## config.mk

```make
export PLATFORM = sky130hd
export DESIGN_NAME = sdspi_target
export DESIGN_NICKNAME = d
export VERILOG_FILES = /design/src/rtl/sdspi_target.sv
export SDC_FILE = /design/constraint.sdc
export NUM_CORES = 1
export LEC_CHECK = 0
export ABC_AREA = 1
export CAP_MARGIN = 25
export CORE_UTILIZATION = 35
export DETAILED_ROUTE_END_ITERATION = 12
export GPL_TIMING_DRIVEN = 1
export PLACE_DENSITY = 0.64
export SYNTH_ARGS = -nofsm -noshare
export SYNTH_HDL_FRONTEND = slang
export SYNTH_SLANG_ARGS = --single-unit
```

## constraint.sdc

```tcl
create_clock -name clk -period 1.4 [get_ports clk]
set_clock_uncertainty 0.05 [all_clocks]
set_input_delay 0.28 -clock clk [delete_from_list [all_inputs] [get_ports clk]]
set_output_delay 0.28 -clock clk [all_outputs]
set_load 0.01 [all_outputs]
```

## src/rtl/sdspi_target.sv

```systemverilog
// sdspi_target: CPU-mapped SPI target (slave) port.
// The SPI pins are oversampled in the clk domain. MOSI bytes are assembled
// into a one-byte RX buffer, and a CPU-preloaded TX byte is shifted out on MISO.
// Register map (AD):
//   0  status  R: RXF|TXE|OVR|UND|0|0|BSY|SSA
//              W: DI[5] clears OVR, DI[4] clears UND
//   1  data    R: rx_buf (clears RXF)
//              W: tx_buf (clears TXE)
//   2  control RW: EN|0|0|0|0|0|IE_TXE|IE_RX
//   3..7       reads return 0; writes are ignored

module sdspi_target #(
    parameter int          SYNC_STAGES = 2,
    parameter logic [7:0]  IDLE_BYTE   = 8'hFF
) (
    input  logic       clk,
    input  logic       rst,
    input  logic [2:0] AD,
    input  logic [7:0] DI,
    output logic [7:0] DO,
    input  logic       rw,
    input  logic       cs,
    output logic       irq,
    input  logic       sck,
    input  logic       ss_n,
    input  logic       mosi,
    output logic       miso,
    output logic       miso_oe
);

    // Synchronizer chains for the asynchronous SPI pins
    logic [SYNC_STAGES-1:0] sck_pipe;
    logic [SYNC_STAGES-1:0] ss_pipe;
    logic [SYNC_STAGES-1:0] mosi_pipe;

    logic sck_s;
    logic ss_s;
    logic mosi_s;

    // Previous synchronized values, used for edge detection
    logic sck_q;
    logic ss_q;

    // CPU-visible state
    logic [7:0] rx_buf;
    logic [7:0] tx_buf;
    logic       rxf;
    logic       txe;
    logic       ovr;
    logic       und;
    logic       en;
    logic       ie_txe;
    logic       ie_rx;

    // Frame state
    logic       ssa;
    logic [3:0] bit_cnt;
    logic [7:0] shift_rx;
    logic [7:0] shift_tx;

    // Decoded strobes and events
    logic       wr_stat;
    logic       wr_ctrl;
    logic       wr_tx;
    logic       rd_rx;
    logic       rd_any;
    logic       ss_fall;
    logic       ss_rise;
    logic       sck_rise;
    logic       sck_fall;
    logic       do_reload;
    logic       byte_done;
    logic       rx_accept;
    logic       rx_overrun;
    logic [7:0] rx_next;
    logic [7:0] reload_byte;
    logic       bsy;
    logic [7:0] status;
    logic [7:0] ctrl;

    assign sck_s  = sck_pipe[SYNC_STAGES-1];
    assign ss_s   = ss_pipe[SYNC_STAGES-1];
    assign mosi_s = mosi_pipe[SYNC_STAGES-1];

    // Shift the SPI pins through the synchronizers; presets match the idle bus
    always_ff @(posedge clk or negedge rst) begin
        if (!rst) begin
            sck_pipe  <= '0;
            ss_pipe   <= '1;
            mosi_pipe <= '1;
        end else begin
            sck_pipe  <= {sck_pipe[SYNC_STAGES-2:0], sck};
            ss_pipe   <= {ss_pipe[SYNC_STAGES-2:0], ss_n};
            mosi_pipe <= {mosi_pipe[SYNC_STAGES-2:0], mosi};
        end
    end

    // Remember the last synchronized sck/ss_n levels so edges show as one-cycle pulses
    always_ff @(posedge clk or negedge rst) begin
        if (!rst) begin
            sck_q <= 1'b0;
            ss_q  <= 1'b1;
        end else begin
            sck_q <= sck_s;
            ss_q  <= ss_s;
        end
    end

    // Decode CPU strobes and SPI events. A reload takes the byte written this
    // cycle in preference to tx_buf, so a write racing a reload is never lost.
    always_comb begin
        wr_stat     = cs & ~rw & (AD == 3'd0);
        wr_tx       = cs & ~rw & (AD == 3'd1);
        wr_ctrl     = cs & ~rw & (AD == 3'd2);
        rd_rx       = cs &  rw & (AD == 3'd1);
        rd_any      = cs &  rw;

        ss_rise     = ssa & ss_s & ~ss_q;
        ss_fall     = en & ~ssa & ~ss_s & ss_q;
        sck_rise    = en & ssa & ~ss_rise & sck_s & ~sck_q;
        sck_fall    = en & ssa & ~ss_rise & ~sck_s & sck_q;

        do_reload   = ss_fall | (sck_fall & (bit_cnt == 4'd8));
        byte_done   = sck_rise & (bit_cnt == 4'd7);
        rx_next     = {shift_rx[6:0], mosi_s};
        rx_accept   = byte_done & (~rxf | rd_rx);
        rx_overrun  = byte_done & rxf & ~rd_rx;

        reload_byte = IDLE_BYTE;
        if (wr_tx) begin
            reload_byte = DI;
        end else if (!txe) begin
            reload_byte = tx_buf;
        end

        bsy         = ssa & (bit_cnt != 4'd0);
        status      = {rxf, txe, ovr, und, 2'b00, bsy, ssa};
        ctrl        = {en, 5'b00000, ie_txe, ie_rx};
    end

    // Registered CPU read data; only updated on a read strobe
    always_ff @(posedge clk or negedge rst) begin
        if (!rst) begin
            DO <= 8'h00;
        end else if (rd_any) begin
            case (AD)
                3'd0:    DO <= status;
                3'd1:    DO <= rx_buf;
                3'd2:    DO <= ctrl;
                default: DO <= 8'h00;
            endcase
        end
    end

    // Control register: enable and the two interrupt enables
    always_ff @(posedge clk or negedge rst) begin
        if (!rst) begin
            en     <= 1'b0;
            ie_txe <= 1'b0;
            ie_rx  <= 1'b0;
        end else if (wr_ctrl) begin
            en     <= DI[7];
            ie_txe <= DI[1];
            ie_rx  <= DI[0];
        end
    end

    // Frame tracking: select/deselect and the bit counter; disabling drops the frame
    always_ff @(posedge clk or negedge rst) begin
        if (!rst) begin
            ssa     <= 1'b0;
            bit_cnt <= 4'd0;
        end else if (!en) begin
            ssa     <= 1'b0;
            bit_cnt <= 4'd0;
        end else if (ss_rise) begin
            ssa     <= 1'b0;
            bit_cnt <= 4'd0;
        end else if (ss_fall) begin
            ssa     <= 1'b1;
            bit_cnt <= 4'd0;
        end else if (sck_rise && (bit_cnt != 4'd8)) begin
            bit_cnt <= bit_cnt + 4'd1;
        end else if (sck_fall && (bit_cnt == 4'd8)) begin
            bit_cnt <= 4'd0;
        end
    end

    // Receive shifter samples MOSI on each sck rising edge
    always_ff @(posedge clk or negedge rst) begin
        if (!rst) begin
            shift_rx <= 8'h00;
        end else if (sck_rise) begin
            shift_rx <= rx_next;
        end
    end

    // Transmit shifter: reload at select and after each byte, otherwise shift on sck falling
    always_ff @(posedge clk or negedge rst) begin
        if (!rst) begin
            shift_tx <= IDLE_BYTE;
        end else if (do_reload) begin
            shift_tx <= reload_byte;
        end else if (sck_fall) begin
            shift_tx <= {shift_tx[6:0], 1'b1};
        end
    end

    // TX buffer and its empty flag; a reload always leaves the buffer empty
    always_ff @(posedge clk or negedge rst) begin
        if (!rst) begin
            tx_buf <= IDLE_BYTE;
            txe    <= 1'b1;
        end else begin
            if (wr_tx) begin
                tx_buf <= DI;
            end
            if (do_reload) begin
                txe <= 1'b1;
            end else if (wr_tx) begin
                txe <= 1'b0;
            end
        end
    end

    // Underrun flag: set when a reload finds nothing to send; setting beats a CPU clear
    always_ff @(posedge clk or negedge rst) begin
        if (!rst) begin
            und <= 1'b0;
        end else if (do_reload && !wr_tx && txe) begin
            und <= 1'b1;
        end else if (wr_stat && DI[4]) begin
            und <= 1'b0;
        end
    end

    // RX buffer and full flag; a completion racing a CPU read refills the buffer
    always_ff @(posedge clk or negedge rst) begin
        if (!rst) begin
            rx_buf <= 8'h00;
            rxf    <= 1'b0;
        end else if (rx_accept) begin
            rx_buf <= rx_next;
            rxf    <= 1'b1;
        end else if (rd_rx) begin
            rxf    <= 1'b0;
        end
    end

    // Overrun flag: a new overrun wins over a simultaneous CPU clear
    always_ff @(posedge clk or negedge rst) begin
        if (!rst) begin
            ovr <= 1'b0;
        end else if (rx_overrun) begin
            ovr <= 1'b1;
        end else if (wr_stat && DI[5]) begin
            ovr <= 1'b0;
        end
    end

    assign miso_oe = ssa;
    assign miso    = ssa ? shift_tx[7] : 1'b1;
    assign irq     = en & ((ie_rx & rxf) | (ie_txe & txe));

endmodule

```

==> reports/results.tsv <==
metric	value	unit
status	complete, but fails checks	
failed_checks	setup timing	
worstReg2RegStart	bit_cnt[1]$_DFFE_PN0P_	
drive_gt1_frac	0.407	
via_per_inst	4.67	
synth_area	0.00270	sq mm
cp_data_required_time	1.62	ns
io-pin-count	29	
antenna_found_initial	0	
fin_crit	1.53	ns
combPwrFrac	0.249	
syn_inst	316	
syn_to_final_growth	51.1	%
synth_top_family_by_area	simple AND/OR/NAND/NOR gates	
final_cells	509	
die_w	89.9	microns
ys_seq_area_frac	0.556	
layout.nets	425	
first_pass_iters	4	
r2r_slack	-0.13	ns
place_inst	473	
setup_violations	30	
grt_max_degree	29	
internal-power	3.71	mW
slew_headroom	0.741	
fp.dieH	89.9	microns
synth_xor_area_frac	0.00324	
r2r_end	shift_tx[5]$_DFFE_PN1P_	
cp_common_cell	nand2_1	
worstSetupPathType	reg -> reg	
min_to	mosi_pipe[0]$_DFF_PN1_	
ys_warn_count	0	
core_area	0.00737	sq mm
clockBufferDepth	2	
initial_utilization	0.367	
clk_pin_slew	0.06	ns
dieArea	0.00808	sq mm
worstHoldStart	mosi	
ir_worst_vdd	490	uV
rows	31	
end_kind	flop	
power.switching	1.51	mW
grt_pass1_wl	11400	microns
place_congestion	0.826	
final_util	0.554	
total_power	5.22	mW
synthAdderAreaFrac	0.00926	
diodes	0	
grt_setup_unrepaired	yes	
crit_chain	inv_2, ha_4, nand2_4, nor2_4, nand4_4, buf_6, nand3_2, nand2_1, nand2_1, nand2_1	
worstMarginPinSlew	0.388	ns
cts_root_buf	clkbuf_8	
cp_slowest_stage_delay	0.38	ns
synth.avg_cell_area	8.55	sq um
drv_cap	0	
reg2reg_depth	10	
io_buffer_count	28	
grt_pass1_vias	2457	
globalRouteOverflowTotal	0	
grt.total_usage	0.178	
clock_power_share	0.306	
cp.arrival	1.75	ns
hold_depth	1	
ant_nets	0	
clkSinkCount	59	
yosysUniqueCellTypes	29	
ys_ff_latch	59	
synth_compound_area_frac	0.0528	
p_per_area	1280	mW/mm^2
syn_nets	336	
synth_simple_gate_area_frac	0.294	
drt_wl_total	6800	microns
numCtsBuffers	9	
hpwl	4340	microns
post-route-period-util	1.09	
cts_tree	done	
worstSetupStartpointType	flop	
drcViolationCount	0	
fin_ws	-0.127	ns
vias	2377	
max_freq	0.655	GHz
fillers	653	
crit_slowest_cell	dfrtp_1	
critPathLaunch	bit_cnt[1]$_DFFE_PN0P_	
swShare	0.289	
routedWlPerCell	13.4	microns
holdCritPathClass	in -> reg	
p_seq_frac	0.444	
clock_latency	0.35	ns
crit_path_max_fanout	7	
synth_mux_area_frac	0.0292	
slew_violations	0	
drtIter0Drc	121	
p_leak	2.12	nW
htree_num_levels	3	
hold_viol	0	
==> how the worst max path moves through the flow <==
stage / endpoint / depth (start not counted)
after floorplan: rx_buf[0]$_DFFE_PN0P_ / 9
after global placement: DO[0]$_DFFE_PN0P_ / 8
after detailed placement: shift_tx[5]$_DFFE_PN1P_ / 11
after CTS: rx_buf[1]$_DFFE_PN0P_ / 10
after global routing: shift_tx[5]$_DFFE_PN1P_ / 10
final: shift_tx[5]$_DFFE_PN1P_ / 10
==> per-stage QoR <==
step / setup slack [ns] / instance area, sq um / setup TNS [ns] / hold WS (ns)
2_1_floorplan: -0.0959 / 2720 / -1.07 / -0.0656
3_3_place_gp: -0.272 / 3410 / -7.85 / 0.164
6_report: -0.127 / 4080 / -2.44 / 0.294
3_5_place_dp: -0.301 / 3410 / -8.83 / 0.171
5_1_grt: -0.203 / 4080 / -4.66 / 0.299
4_1_cts: -0.141 / 3930 / -2.55 / 0.289
==> power groups by stage <==
stage / clock network, mW / logic (mW) / registers (mW)
3_5_place_dp: 0 / 0.992 / 2.31
3_3_place_gp: 0 / 0.974 / 2.30
6_report: 1.60 / 1.30 / 2.32
2_1_floorplan: 0 / 0.543 / 2.28
4_1_cts: 1.63 / 1.19 / 2.29
5_1_grt: 1.70 / 1.43 / 2.35
==> metal layers <==
| metal | share of wire | global-route usage |
|---|---|---|
| met1 | 0.47 | 0.228 |
| met2 | 0.48 | 0.288 |
| met3 | 0.037 | 0.0491 |
| met4 | 0.017 | 0.0645 |
| met5 | 0 | 0 |
==> kinds of logic (layout without fill, tap and decap cells) <==
family                     count (synthesis)  in the layout
buffers and inverters                     39            131
and+or+nand+nor                          180            182
AOI/OAI and AO/OA                         28             28
xor gates and xnor gates                   1              1
DFF                                       59             59
muxes                                      7              7
adders and majority gates                  2              2
==> cell type report <==
cell class                 count  area [sq um]  area share
clock inverter                 5          50.0      0.0123
sequential                    59          1500       0.368
multi-input combinational    220          1350       0.330
timing repair buffer          81           767       0.188
tap                           99           124      0.0303
inverter                      34           139      0.0340
clock buffer                  11           153      0.0374
==> cell usage in the layout, fill, tap and decap left out, types with 3 or more instances in the layout <==
cell and n:
a21oi_1 3, buf_12 4, buf_4 39, buf_6 9, clkbuf_8 9, clkdlybuf4s50_1 16, clkinv_2 4, dfrtp_1 37
dfstp_2 22, dlygate4sd2_1 8, inv_1 25, inv_2 6, mux2_4 7, nand2_1 104, nand2_2 18, nand2_4 7
nand3_1 14, nand3_2 9, nand3_4 3, nand4_1 7, nor2_1 6, o21ai_0 14, o21ai_2 5
==> worst max-delay path, delay by kind of cell, from the launching register on <==
family / cells / cell delay (ns)
DFF: 1 / 0.38
and+or+nand+nor: 7 / 0.60
adders and majority gates: 1 / 0.14
buffers and inverters: 2 / 0.28
==> synthesized netlist by cell type <==
cell type / n / share of area
nand2_1: 125 / 0.17
dfrtp_1: 37 / 0.34
inv_1: 30 / 0.042
nand3_1: 25 / 0.046
dfstp_2: 22 / 0.21
o21ai_0: 20 / 0.037
nor2_1: 9 / 0.012
mux2_2: 7 / 0.029
nand4_1: 7 / 0.016
a21oi_1: 5 / 0.0093
clkbuf_1: 3 / 0.0042
or2_2: 3 / 0.0069
and3_1: 2 / 0.0046
buf_2: 2 / 0.0037
ha_1: 2 / 0.0093
inv_2: 2 / 0.0028
nand2_2: 2 / 0.0046
nand2_4: 2 / 0.0083
a31oi_1: 1 / 0.0023
clkinv_1: 1 / 0.0014
clkinv_2: 1 / 0.0019
nand3_2: 1 / 0.0037
nand4_2: 1 / 0.0046
nor2_4: 1 / 0.0042
nor3_1: 1 / 0.0019
nor3_4: 1 / 0.0060
o21ai_1: 1 / 0.0019
o22ai_1: 1 / 0.0023
xor2_1: 1 / 0.0032
==> flip-flops by register name, summed over array words and instances (netlist names), 2 cells and up <==
name / flops
shift_tx: 8
ss_pipe: 2
bit_cnt: 4
rx_buf: 8
mosi_pipe: 2
tx_buf: 8
sck_pipe: 2
DO: 8
shift_rx: 7
==> timing repair <==
action | CTS | global route
gates cloned | 3 | 0
hold buffers | 1 | 0
setup buffers | 12 | 7
pin swaps | 11 | 18
setup endpoints to repair | 40 | 38
endpoints found under the hold margin | 5 | 0
gates resized for setup | 75 | 34
No activity file was read; power rests on OpenSTA's default activity.
